[src/rtl/pc_stack_seq.sv]
// Program-counter sequencer for the 9-bit-instruction accumulator core.
// It drives the InstROM fetch address and sits between Ctrl/ALU and InstROM.
// The run-state FSM has three states: IDLE, RUN and HALT.
// Features: stall, relative branch, absolute jump, and call/return through
// a hardware return stack. It also keeps saturating cycle and instruction
// counters.
//
// Ports:
//   CLK            clock, rising edge
//   reset_n        asynchronous active-low reset
//   start          synchronous init; loads start_address, enters RUN
//   start_address  PC load value on start
//   halt_req       halt instruction decoded
//   stall          hold PC this cycle, ignore control inputs
//   branch/taken   relative branch and its condition
//   offset         signed relative branch offset (TW bits)
//   jump_abs       unconditional absolute jump to abs_target
//   call/ret       push return address and jump / pop return address
//   abs_target     absolute jump/call target
//   PC             current fetch address (registered)
//   done           high while in HALT
//   sp             return-stack occupancy
//   stack_ovf      sticky: call attempted with stack full
//   stack_unf      sticky: ret attempted with stack empty
//   cycle_ct       saturating count of RUN cycles
//   inst_ct        saturating count of retired instructions
module pc_stack_seq #(
    parameter int unsigned PW       = 10,
    parameter int unsigned TW       = 8,
    parameter int unsigned SD       = 4,
    parameter int unsigned CW       = 16,
    parameter int unsigned RESET_PC = 0
) (
    input  logic                       CLK,
    input  logic                       reset_n,
    input  logic                       start,
    input  logic [PW-1:0]              start_address,
    input  logic                       halt_req,
    input  logic                       stall,
    input  logic                       branch,
    input  logic                       taken,
    input  logic [TW-1:0]              offset,
    input  logic                       jump_abs,
    input  logic                       call,
    input  logic                       ret,
    input  logic [PW-1:0]              abs_target,
    output logic [PW-1:0]              PC,
    output logic                       done,
    output logic [$clog2(SD+1)-1:0]    sp,
    output logic                       stack_ovf,
    output logic                       stack_unf,
    output logic [CW-1:0]              cycle_ct,
    output logic [CW-1:0]              inst_ct
);

    localparam int unsigned SPW = $clog2(SD + 1);
    // Stack index width; at least 1 bit so that SD == 1 still has a legal index.
    localparam int unsigned AW  = (SD > 1) ? $clog2(SD) : 1;

    localparam logic [1:0] ST_IDLE = 2'b00;
    localparam logic [1:0] ST_RUN  = 2'b01;
    localparam logic [1:0] ST_HALT = 2'b10;

    logic [1:0]     state;
    logic [1:0]     state_d;
    logic [PW-1:0]  pc_d;
    logic [SPW-1:0] sp_d;
    logic           ovf_d;
    logic           unf_d;
    logic           done_d;
    logic [CW-1:0]  cyc_d;
    logic [CW-1:0]  inst_d;
    logic           retire;

    logic           push_en;
    logic [AW-1:0]  push_idx;
    logic [PW-1:0]  push_data;
    logic [PW-1:0]  pop_data;
    logic [PW-1:0]  off_ext;
    logic [PW-1:0]  pc_inc;

    // Return-stack storage; contents are don't-care after reset, so no reset.
    logic [PW-1:0]  stack_mem [2**AW];

    assign off_ext  = PW'($signed(offset));
    assign pc_inc   = PC + PW'(1);
    assign pop_data = stack_mem[AW'(sp - SPW'(1))];

    // Next-state, datapath and stack-write decode.
    always_comb begin
        state_d   = state;
        pc_d      = PC;
        sp_d      = sp;
        ovf_d     = stack_ovf;
        unf_d     = stack_unf;
        cyc_d     = cycle_ct;
        inst_d    = inst_ct;
        retire    = 1'b0;
        push_en   = 1'b0;
        push_idx  = AW'(sp);
        push_data = pc_inc;

        if (start) begin
            state_d = ST_RUN;
            pc_d    = start_address;
            sp_d    = '0;
            ovf_d   = 1'b0;
            unf_d   = 1'b0;
            cyc_d   = '0;
            inst_d  = '0;
        end else if (state == ST_RUN) begin
            // Every RUN cycle counts, including stalls and the halting cycle.
            if (cycle_ct != '1) begin
                cyc_d = cycle_ct + CW'(1);
            end

            if (halt_req) begin
                state_d = ST_HALT;
            end else if (!stall) begin
                if (ret) begin
                    // A ret on an empty stack is a fault; PC is held.
                    if (sp == '0) begin
                        unf_d   = 1'b1;
                        state_d = ST_HALT;
                    end else begin
                        pc_d   = pop_data;
                        sp_d   = sp - SPW'(1);
                        retire = 1'b1;
                    end
                end else if (call) begin
                    // A call on a full stack is a fault; PC and stack are held.
                    if (sp == SPW'(SD)) begin
                        ovf_d   = 1'b1;
                        state_d = ST_HALT;
                    end else begin
                        push_en = 1'b1;
                        sp_d    = sp + SPW'(1);
                        pc_d    = abs_target;
                        retire  = 1'b1;
                    end
                end else if (jump_abs) begin
                    pc_d   = abs_target;
                    retire = 1'b1;
                end else if (branch && taken) begin
                    pc_d   = PC + off_ext;
                    retire = 1'b1;
                end else begin
                    pc_d   = pc_inc;
                    retire = 1'b1;
                end
            end

            if (retire && (inst_ct != '1)) begin
                inst_d = inst_ct + CW'(1);
            end
        end

        done_d = (state_d == ST_HALT);
    end

    // State and output registers.
    always_ff @(posedge CLK or negedge reset_n) begin
        if (!reset_n) begin
            state     <= ST_IDLE;
            PC        <= PW'(RESET_PC);
            sp        <= '0;
            stack_ovf <= 1'b0;
            stack_unf <= 1'b0;
            cycle_ct  <= '0;
            inst_ct   <= '0;
            done      <= 1'b0;
        end else begin
            state     <= state_d;
            PC        <= pc_d;
            sp        <= sp_d;
            stack_ovf <= ovf_d;
            stack_unf <= unf_d;
            cycle_ct  <= cyc_d;
            inst_ct   <= inst_d;
            done      <= done_d;
        end
    end

    // Return-stack write port.
    always_ff @(posedge CLK) begin
        if (push_en) begin
            stack_mem[push_idx] <= push_data;
        end
    end

endmodule

[config.mk]
export PLATFORM = sky130hd
export DESIGN_NAME = pc_stack_seq
export DESIGN_NICKNAME = d
export VERILOG_FILES = /design/src/rtl/pc_stack_seq.sv
export SDC_FILE = /design/constraint.sdc
export NUM_CORES = 1
export LEC_CHECK = 0
export CAP_MARGIN = 25
export CORE_MARGIN = 5
export CORE_UTILIZATION = 45
export DETAILED_ROUTE_END_ITERATION = 16
export PLACE_DENSITY = 0.7
export SETUP_SLACK_MARGIN = 0.3
export SKIP_LAST_GASP = 1
export SLEW_MARGIN = 20
export SYNTH_ARGS = -nofsm -noshare
export SYNTH_HDL_FRONTEND = slang
export SYNTH_SLANG_ARGS = --single-unit
[constraint.sdc]
create_clock -name CLK -period 3.44 [get_ports CLK]
set_input_delay 0.516 -clock CLK [delete_from_list [all_inputs] [get_ports CLK]]
set_output_delay 0.516 -clock CLK [all_outputs]
set_load 0.01 [all_outputs]
==> reports/results.txt, run 1 <==
The logs give 49.78% for the sequential share of the synthesized area and 0 for the count of final setup violators. Combinational logic burns 18.5% of the power. The largest total area in the synthesized netlist belongs to dfrtp_1. Internal power comes to 1.630 mW. The setup path with the least slack is of type in -> reg.

The most used standard cell by instance count after synthesis was nor2_1. Of the total power, the clock network draws 28.8%. For the largest vdd supply drop, the log shows 0.2085 mV. The logs give 9 for the CTS buffer count and 3.69 ns for the required time reported for the critical path endpoint. In the final routed layout, each cell accounts on average for 18.16 um. Overall die area: 13140 sq um. The detailed-route via count was 3918. The routed design has 12530 um of wire. At the end of routability-driven placement, the weighted congestion stood at 0.9252.

By count the netlist is led by 52 x nor2_1, 50 x dfrtp_1, 41 x nand2_1. Yosys attributes the largest share of cell area to dfrtp_1 25%, edfxtp_1 24%, mux4_2 4.6%, ha_1 4.3%, nor2_1 4.0%. The cell area that synthesis handed to floorplanning was 4926 sq um. When the netlist entered floorplanning its net count stood at 514.

In the routed design, unresolved DRC markers number 0. For the final routed database, the setup TNS stands at 0 ns. The global-route wire length before repair was 20310 um. The root buffer cell chosen for the clock tree is clkbuf_8. The finished cells cover 6100 sq um. The tools report the worst-case clock skew as 0.01750 ns. The tools report the detailed-routing iteration count for the pre-antenna-repair pass as 5. The netlist uses 65 different library cells. The detailed router finished its first iteration with 303 violations.

Detailed placement finished with a half-perimeter wire length of 8838 um. Yosys printed 0 warnings. The cell count of the worst reg-to-reg path came out at 8. Setup repair after global routing left no endpoint under its margin. The number of I/O pins was 86; the layout-stage area growth over the synthesis result was 23.83%. The top-area cell type share of the netlist area is 25.40%, and the largest net degree at the start of global routing is 51. The number of clock sinks seen by CTS was 90. For the number of resized instances in the post-cts repair step, the log shows 0. The vertical extent of the die came out at 114.6 um. STA classifies the critical path startpoint as an input pin. The count of buffers added on input and output ports is 85.

The run gives 0.6517 mW as the switching power. Counting every instance in the synthesized netlist gives 458. Final critical-path required period: 2.571 ns. Clock latency on the worst-skew pair, taken at its later pin, is 0.36 ns. For this run, asynchronously set or reset flops after synthesis account for 55.56%.

The final period utilization came out at 74.73%. The run finished with clean final reports. The final layout contains 601 nets. Dividing the synthesized area by the synthesized cell count gives 10.76 sq um.

The initial utilization of the core area, before any placement, comes to 45.64%. For the count of endpoints failing hold in the final timing report, the log shows 0. The number of global-route vias before repair was 3975. For the number of antenna violations at the first check in global routing, the log shows 0. Based on the critical path, the design can be clocked at up to 389.0 MHz.

Along the worst path, the maximum fanout reaches 2. In this run switching power makes up 28.57% of total power. The total overflow left after global routing is 0. Die span in x: 114.6 um. Post-CTS timing repair inserted 0 buffers for setup. The transition time at the pin with the least slew margin was 0.6956 ns. In this run the power density over the cells is 374.0 nW/um^2. The hold-fix buffer count after cts is 0, and the core area is 10790 sq um. Count of flip-flops with a built-in enable after synthesis: 40. The per-cell via count in the routed design is 5.678, and the static leakage is 2.315 nW. Total routing resource utilization after global routing: 19.85%. The tools report the sequential fraction of design power as 52.7%. After synthesis the netlist holds a flip-flop and latch count of 90. The tightest min-delay check is of the in -> async type.

Measured against its own limit, the worst slew margin works out to 53.63%. Measured on the finished design, the core utilization comes to 56.52%. The fraction of final layout cells with drive strength greater than 1 came out at 8.727%.

For the post-placement cell area, the log shows 5932 sq um. The type of destination of the critical path was a flip-flop. The arrival time at the worst endpoint came out at 2.82 ns.

For the antenna diode count, the log shows 0. The tools report the number of max-slew violations in the final report as 0. TritonCTS built the clock tree.

The floorplan has 38 rows. In this run the deepest clock path goes through 2 buffers. Across the run, the number of max-cap violations was 0.

Clock-pin slew was measured on the worst setup and hold paths at 0.10 ns. The most frequently used flop master after synthesis was dfrtp_1. The H-tree was split into 3 levels.

The detail route stage leaves a number of antenna-violating nets equal to 0.
==> power groups by stage <==
stage	combinational [mW]	clock (mW)	sequential (mW)
2_1_floorplan	0.233	0	1.23
3_3_place_gp	0.410	0	1.22
3_5_place_dp	0.420	0	1.22
4_1_cts	0.422	0.678	1.20
5_1_grt	0.462	0.723	1.21
6_report	0.422	0.657	1.20
==> metal layers <==
layer | vias to the layer above | global-route usage (%) | part of all wire (%)
met5 | - | 0 | 0
met1 | 1909 | 26.63 | 44
li1 | 1863 | - | -
met2 | 127 | 31.90 | 48
met4 | 0 | 5.780 | 1.7
met3 | 19 | 5.021 | 6.4
==> final timing paths <==
kind                                start           to  slack (ns)
worst max-delay path            offset[0]        PC[6]        0.87
worst min-delay path              reset_n  inst_ct[10]        0.29
worst max register to register      PC[0]        PC[6]        0.93
worst min register to register  stack_unf    stack_unf        0.51
max in group asynchronous         reset_n  cycle_ct[7]        2.69
min in group CLK                stack_unf    stack_unf        0.51
==> state kept, by name, summed over array words and instances, names as in the netlist <==
register   count
inst_ct       16
stack_unf      1
cycle_ct      16
state          2
sp             3
done           1
stack_ovf      1
PC            10
stack_mem     40
==> cells in the final DEF (no fill, tap or decap), types with 3 or more instances in the layout <==
cell type         n
clkdlybuf4s50_1  83
nor2_1           52
dfrtp_1          50
nand2_1          41
edfxtp_1         40
a21oi_1          27
o21ai_0          26
xor2_1           21
nand3_1          19
xnor2_1          17
ha_1             17
or3_1            11
mux4_2           10
buf_4            10
and3_1            9
clkbuf_8          9
nand4_1           7
o211ai_1          7
inv_1             6
and2_1            6
a21o_1            5
nor3_2            4
nor3_1            4
a211oi_1          4
and4_1            3
a211o_1           3
a31oi_1           3
mux2i_1           3
o211a_1           3
inv_4             3
==> stage by stage <==
| stage | hold slack (ns) | instances | worst slack [ns] | power (mW) |
|---|---|---|---|---|
| final | 0.2933 | 690 | 0.8693 | 2.281 |
| after global routing | 0.3249 | 690 | 0.7203 | 2.393 |
| after CTS | 0.3073 | 690 | 0.8905 | 2.302 |
| after detailed placement | 0.4899 | 674 | 0.5133 | 1.645 |
| after global placement | 0.4917 | 674 | 0.5481 | 1.633 |
| after floorplan | 0.2204 | 458 | 0.8836 | 1.459 |
==> cell families (layout without fill, tap and decap cells) <==
logic type,after synthesis,count (layout),synth area share (%)
AO/OA/AOI/OAI,95,95,12.32
XOR/XNOR,38,38,6.756
adder cells (fa/ha/maj),18,18,4.724
buffers and inverters,26,118,2.260
flip-flops,90,90,49.78
multiplexers,14,14,5.410
AND/OR/NAND/NOR,177,177,18.75
==> critical path, cell delays in order <==
cell             delay, ns
clkdlybuf4s50_1       0.40
ha_1                  0.23
fa_1                  0.43
a21o_1                0.22
a211oi_1              0.32
nor4_1                0.09
a2111oi_0             0.37
o31ai_1               0.13
o21a_1                0.12
==> layout make-up <==
| class | count | area (sq um) |
|---|---|---|
| well taps | 140 | 175.2 |
| inverters | 7 | 26.28 |
| clock buffers | 11 | 131.4 |
| clock inverters | 5 | 36.28 |
| fillers | 943 | 4693 |
| multi-input cells | 342 | 2362 |
| flip-flops and latches | 90 | 2452 |
| repair buffers | 95 | 915.9 |
Note: power is estimated with default switching activity, not from simulation.
==> run 2: changes to the inputs <==
==> constraint.sdc (replaced) <==
create_clock -name CLK -period 2.6 [get_ports CLK]
set_input_delay 0.39 -clock CLK [delete_from_list [all_inputs] [get_ports CLK]]
set_output_delay 0.39 -clock CLK [all_outputs]
set_load 0.01 [all_outputs]
==> run 2 against run 1 <==
Global-route usage grew 0.72 points. Die area did not move. Wire length grew 5.3%. Sequential share of layout area fell by 1.8 points. Critical path type unchanged.
==> reports/results.txt, run 2 (synthesized netlist as in run 1, its figures left out) <==
The count of antenna-violating nets left after detailed routing was 0 (unchanged); the number of design-rule violations left by the first detailed-router iteration was 195 (-36%). Setup repair after global routing left no endpoint under its margin. The logs give 0.36 ns (about the same) for the clock latency at the later pin of the worst-skew pair and 48.8% (-3.9 points) for the sequential fraction of design power.

The startpoint of the worst-slack reg-to-reg timing path is sp[0]. TritonCTS built the clock tree. For the core area, the log shows 10790 sq um (unchanged). Largest register by flop count: stack_mem. The final period utilization was 88.13%; the number of maximum-capacitance violations was 0 (unchanged).

The average wire per standard cell is 18.48 um (+1.8%), and the flip-flop count of the largest register, all copies and words added is 40 (unchanged). CTS placed an instance of clkbuf_8 at the clock tree root. Final-layout setup total negative slack: 0 ns (unchanged). In this run the worst setup path begins at offset[0]. The number of I/O pins is 86 (unchanged), and the count of endpoints failing hold in the final timing report is 0 (unchanged). The CTS buffer count was 9 (unchanged); the transition time at the pin with the least slew margin was 0.5613 ns (-0.1343 ns). After detailed routing, no signal wire sits above met4. Utilization of the core after routing: 59.24% (+2.7 points). The critical-path maximum fanout is 2 (unchanged). The startpoint class of the critical path is an input pin.

The number of clock sinks seen by CTS is 90 (unchanged), and the combinational share of power is 18.3% (-0.2 points). The tools report the detailed-routing iteration count for the pre-antenna-repair pass as 7 (+2). The overall die area came out at 13140 sq um (unchanged). The power per standard cell area was 509.3 nW/um^2 (+36%). The number of global-route vias before repair came out at 3999 (+0.60%). The internal power summed over all cells was 2.388 mW (+47%). Final critical-path required period: 2.291 ns.

The largest net degree at the start of global routing was 38 (-25%); the final hold slack was 0.4636 ns (+0.1703 ns). The fraction of power consumed by the clock network came out at 32.9% (+4.1 points). The run gives 0 (unchanged) as the count of final setup violators. For the number of antenna violations at the first check in global routing, the log shows 0 (unchanged).

The switching power came out at 0.8685 mW (+33%). The type of destination of the critical path is a flip-flop. The vertical extent of the die is 114.6 um (unchanged), and the detailed-route via count is 3957 (+1.0%). The fraction of final layout cells with drive strength greater than 1 works out to 14.29% (+5.6 points). The total routing resource utilization after global routing came out at 20.57% (+0.72 points).

The arrival time at the worst endpoint is 2.54 ns (-0.28 ns), and the total overflow reported by the global router is 0 (unchanged). The static leakage was 2.463 nW (+6.4%); the worst slack at placement was -0.2840 ns (-0.7973 ns). The worst setup slack after layout is 0.3086 ns (-0.5607 ns). The run gives 20870 um (+2.7%) as the global-route wire length before repair. The per-cell via count in the routed design was 5.542 (-2.4%); the worst-case clock skew was 0.007658 ns (-0.009845 ns). For the post-detailed-routing wire length, the log shows 13190 um (+5.3%).

The clock transition time at the flip-flop clock pins of the worst setup and hold paths is 0.09 ns (about the same). The tools report the number of max-slew violations in the final report as 0 (unchanged). The run gives 3 (unchanged) as the H-tree depth reported by CTS.

For the post-route DRC violation count, the log shows 0 (unchanged). In the layout the commonest cells are 83 x clkdlybuf4s50_1, 51 x nor2_1, 49 x dfrtp_1, 41 x nand2_1, 40 x edfxtp_1. The most common library cell in the layout ignoring fill and taps is clkdlybuf4s50_1. The flow ran to the end, and the final reports show no timing, DRC or antenna violations.

The count of nets after finishing was 625 (+4.0%). Die span in x: 114.6 um (unchanged). The run gives 5931 um (+7.2%) as the total routed wire length on the met1 layer.

The class of the most critical hold timing path was in -> reg. The placer's final routability congestion estimate was 0.9682 (+4.6%). The startpoint identified for the worst hold timing path is start.

The area growth from synthesis to layout is 29.79%. Timing would allow up to 436.4 MHz. For the initial standard-cell utilization of the core, the log shows 45.64% (unchanged). The met3 wirelength from detailed routing is 808 um (+0.87%). The maximum number of buffers from clock root to sink was 2 (unchanged).

Required time reported for the critical path endpoint: 2.85 ns (-0.84 ns). The switching power as a share of total power was 26.67% (-1.9 points); the antenna diode count was 0 (unchanged). The largest vdd supply drop is 0.2913 mV (+40%). The row count is 38 (unchanged). Number of buffer cells added on primary ports: 85 (unchanged). The path type of the worst setup path was in -> reg. The largest registers in the layout are stack_mem: 40 flops, cycle_ct: 16 flops, inst_ct: 16 flops.

The detailed-routed wire length on met2 was 6240 um (+4.3%); the worst slew slack as a fraction of its limit was 62.31% (+8.7 points). The placed wire-length estimate came out at 9552 um (+8.1%).
==> run 2: cell count changes in the layout (fill, tap and decap cells not counted), moves of 2 or more <==
| cell | previous run | this run |
|---|---|---|
| bufinv_16 | 0 | 2 |
| inv_4 | 3 | 0 |
| inv_6 | 2 | 0 |
| inv_2 | 0 | 2 |
| inv_1 | 6 | 4 |
| clkbuf_1 | 2 | 0 |
| buf_4 | 10 | 31 |
| clkinv_4 | 0 | 2 |
==> run 2: cell type report <==
cell class,count,area [sq um]
Fill cell,931,4399
Sequential cell,90,2454
Multi-Input combinational cell,342,2402
Timing Repair Buffer,119,1109
Tap cell,140,175.2
Clock buffer,10,137.6
Clock inverter,6,90.09
Inverter,7,26.28
==> run 2: what timing repair did <==
| action | CTS | global route |
|---|---|---|
| endpoints found under the hold margin | 16 | 0 |
| pin swaps | 2 | 5 |
| endpoints found under the setup margin | 2 | 12 |
| gates resized for setup | 4 | 7 |
| hold buffers | 1 | 0 |
| buffers inserted | 0 | 6 |
==> run 2: final timing paths <==
check                               to  slack (ns)  cells past startpoint
min                              PC[1]        0.46                      3
max in group asynchronous  cycle_ct[1]        1.52                      3
max                              PC[6]        0.31                      9
min reg2reg                  stack_unf        0.51                      2
min in group asynchronous   inst_ct[9]        0.52                      2
max reg2reg                      PC[6]        0.34                      6
==> run 2: power by group through the flow <==
stage / Clock, mW / Sequential, mW / Combinational (mW)
global placement: 0 / 1.61 / 0.568
detailed placement: 0 / 1.62 / 0.577
finish: 1.07 / 1.59 / 0.597
floorplan: 0 / 1.62 / 0.311
CTS: 1.10 / 1.59 / 0.586
global route: 1.16 / 1.59 / 0.652
==> run 2: stage by stage <==
stage | std cells | total power, mW | area [sq um]
floorplan | 458 | 1.933 | 4941
global placement | 691 | 2.181 | 6061
detailed placement | 691 | 2.193 | 6061
CTS | 708 | 3.275 | 6314
global route | 714 | 3.404 | 6394
finish | 714 | 3.257 | 6394
==> run 2: critical path: stages <==
cell and delay [ns]:
clkdlybuf4s50_1 0.40, ha_1 0.23, fa_2 0.37, a21o_1 0.22
a211oi_2 0.22, nor4_1 0.09, a2111oi_1 0.35, o31ai_1 0.15
o21a_1 0.12
==> run 2: layer usage <==
layer  vias to the layer above  GRT usage [%]
met1                      1936          27.44
met2                       100          33.10
met4                         0          6.492
met3                        13          5.021
met5                         -              0
li1                       1908              -
==> run 3: changes to the inputs <==
--- a/config.mk
+++ b/config.mk
@@ -9,6 +9,7 @@
 export CORE_MARGIN = 5
 export CORE_UTILIZATION = 45
 export DETAILED_ROUTE_END_ITERATION = 16
+export GPL_ROUTABILITY_DRIVEN = 0
 export PLACE_DENSITY = 0.7
 export SETUP_SLACK_MARGIN = 0.3
 export SKIP_LAST_GASP = 1
==> run 3 against run 2 <==
Worst hold slack improved by 0.034 ns. Critical path depth unchanged. First-iteration DRC count grew 40%. Combinational power down 3%. Sequential share of layout area up 0.57 points. Design area shrank 1.5%. Utilization down 0.87 points. Sequential power is essentially flat. Count of clock-buffer cells in the layout shrank 1. Die area stayed put. Critical path type unchanged. Largest cell class unchanged.
==> reports/results.txt, run 3 (synthesized netlist as in run 1, its figures left out) <==
The flow ran to the end, and the final reports show no timing, DRC or antenna violations. The worst setup slack after layout is 0.3479 ns (+0.03926 ns), and the critical-path maximum fanout is 2 (unchanged). The final critical-path required period is 2.252 ns (-0.03926 ns), and the worst-case clock skew is 0.01498 ns (+0.007323 ns). In the layout the commonest cells are 83 x clkdlybuf4s50_1, 52 x nor2_1, 49 x dfrtp_1, 41 x nand2_1, 40 x edfxtp_1. The tools report the core area as 10790 sq um (unchanged). The cell with the largest stage delay on the worst path was clkdlybuf4s50_1. The tightest min-delay check is of the in -> reg type. The run gives 689 (-0.29%) as the post-placement cell count.

The largest register by flop count is stack_mem. The largest registers in the layout are stack_mem: 40 flops, cycle_ct: 16 flops, inst_ct: 16 flops. The overall die area came out at 13140 sq um (unchanged). The area of all placed cells without fillers is 6300 sq um (-1.5%). Most common library cell in the layout ignoring fill and taps: clkdlybuf4s50_1. The fraction of final layout cells with drive strength greater than 1 was 12.68% (-1.6 points); the sequential cell area was 2454 sq um (unchanged). Setup repair after global routing could not meet its margin everywhere. The CTS buffer count was 9 (unchanged); the transition time at the pin with the least slew margin was 0.5699 ns (+0.008670 ns). The final non-filler cell total was 708 (-0.84%); the number of global-route vias before repair was 3979 (-0.50%).

The type of destination of the critical path is a flip-flop. The logs give 4 (-3) for the detailed-routing iteration count for the pre-antenna-repair pass and -0.1873 ns (+0.09676 ns) for the worst slack at placement. The path type of the worst setup path is in -> reg. The worst path buffer plus inverter count works out to 1 (unchanged).

The post-detailed-routing wire length was 12570 um (-4.7%); the arrival time at the worst endpoint was 2.51 ns (-0.03 ns). The total routing resource utilization after global routing was 19.86% (-0.71 points); the antenna diode count was 0 (unchanged). The final period utilization works out to 86.62% (-1.5 points).

Walking the worst path, the cells encountered are clkdlybuf4s50_1 -> ha_1 -> fa_2 -> a21o_1 -> a211oi_2 -> nor4_1 -> a2111oi_0 -> o31ai_1 -> o21a_1. The worst setup path is launched from an input pin. For the count of nets after finishing, the log shows 619 (-0.96%). The run gives 61.77% (-0.54 points) as the worst slew slack as a fraction of its limit. For the total overflow reported by the global router, the log shows 0 (unchanged).

For the static leakage, the log shows 2.416 nW (-1.9%). The footprint of the multi-input gates is 2385 sq um (-0.73%), and the placed wire-length estimate is 9184 um (-3.8%). The count of antenna-violating nets left after detailed routing is 0 (unchanged). The number of I/O pins is 86 (unchanged). The maximum number of buffers from clock root to sink is 2 (unchanged), and the detailed-route via count is 3930 (-0.68%).

The largest vdd supply drop is 0.2586 mV (-11%), and the H-tree depth reported by CTS is 3 (unchanged). The vertical extent of the die works out to 114.6 um (unchanged). The delay of the slowest cell on the worst path is 0.41 ns (about the same), and the number of clock sinks seen by CTS is 90 (unchanged). The power per standard cell area was 502.8 nW/um^2 (-1.3%); the number of design-rule violations left by the first detailed-router iteration was 273 (+40%). The final-layout setup total negative slack was 0 ns (unchanged).

The count of endpoints failing hold in the final timing report is 0 (unchanged), and the number of antenna violations at the first check in global routing is 0 (unchanged). The per-cell via count in the routed design was 5.551 (+0.16%); the number of max-slew violations in the final report was 0 (unchanged). TritonCTS built the clock tree. The clock tree root buffer cell was clkbuf_8.

The count of final setup violators came out at 0 (unchanged). Clock latency at the later pin of the worst-skew pair: 0.36 ns (about the same). The initial standard-cell utilization of the core was 45.64% (unchanged). The number of buffer cells added on primary ports is 85 (unchanged). The largest net degree at the start of global routing is 31 (-18%), and the total chip power is 3.167 mW (-2.7%). The post-route DRC violation count is 0 (unchanged), and the required time reported for the critical path endpoint is 2.85 ns (about the same). From synthesis to final layout, the design area changed by 27.89%. For the global-route wire length before repair, the log shows 20420 um (-2.1%). The die span in x works out to 114.6 um (unchanged).

The kind of cell with the highest combined delay along the critical path is compound AO/OA/AOI/OAI gates. The highest clock rate was 444.0 MHz (+1.7%). The run gives 38 (unchanged) as the row count.

The clock transition time at the flip-flop clock pins of the worst setup and hold paths is 0.10 ns (about the same), and the post-placement cell area is 6046 sq um (-0.25%). The tools report the number of filler cells placed in the layout as 908 (-2.5%). Utilization of the core after routing: 58.37% (-0.87 points). The number of maximum-capacitance violations was 0 (unchanged); the final hold slack was 0.4979 ns (+0.03431 ns).

Flip-flop count of the largest register, all copies and words added: 40 (unchanged). The average wire per standard cell works out to 17.76 um (-3.9%).
==> run 3: power by group <==
part           switching, mW  leakage (nW)  total [mW]  internal (mW)
clock                  0.539        0.0988        1.00          0.461
sequential            0.0508          1.03        1.59           1.54
combinational          0.304          1.29       0.579          0.275
total                  0.894          2.42        3.17           2.27
==> run 3: repair_timing <==
item / CTS / global route
endpoints found under the hold margin: 17 / 0
hold buffers: 1 / 0
setup endpoints to repair: 1 / 10
buffers inserted: 0 / 2
resized for setup: 1 / 4
pin swaps: 1 / 4
==> run 3: final timing paths <==
check	start	to	slack, ns	cells after the start
max in group asynchronous	reset_n	PC[4]	1.51	3
min reg2reg	stack_unf	stack_unf	0.52	2
max	offset[0]	PC[6]	0.35	9
min in group asynchronous	reset_n	inst_ct[0]	0.51	2
min	start	inst_ct[7]	0.50	3
max reg2reg	sp[1]	inst_ct[8]	0.41	8
==> run 3: layout make-up <==
cell class / count / share of cell area [%]
Multi-Input combinational cell: 342 / 37.86
Sequential cell: 90 / 38.95
Timing Repair Buffer: 113 / 16.72
Inverter: 7 / 0.4171
Clock inverter: 7 / 1.311
Tap cell: 140 / 2.781
Clock buffer: 9 / 1.966
==> run 3: layer usage <==
layer | wire [um] | part of all wire (%) | GRT usage [%]
met1 | 5692 | 45 | 27.14
met2 | 5844 | 46 | 31.16
met3 | 846 | 6.7 | 4.968
met4 | 188 | 1.5 | 6.255
met5 | 0 | 0 | 0
==> run 3: worst register-to-register path: stages (launching register included) <==
cell,delay [ns]
dfrtp_1,0.41
inv_1,0.11
ha_1,0.25
and3b_1,0.22
nand3b_1,0.27
nor3_2,0.19
or3b_1,0.39
xor2_1,0.18
nor2_1,0.06
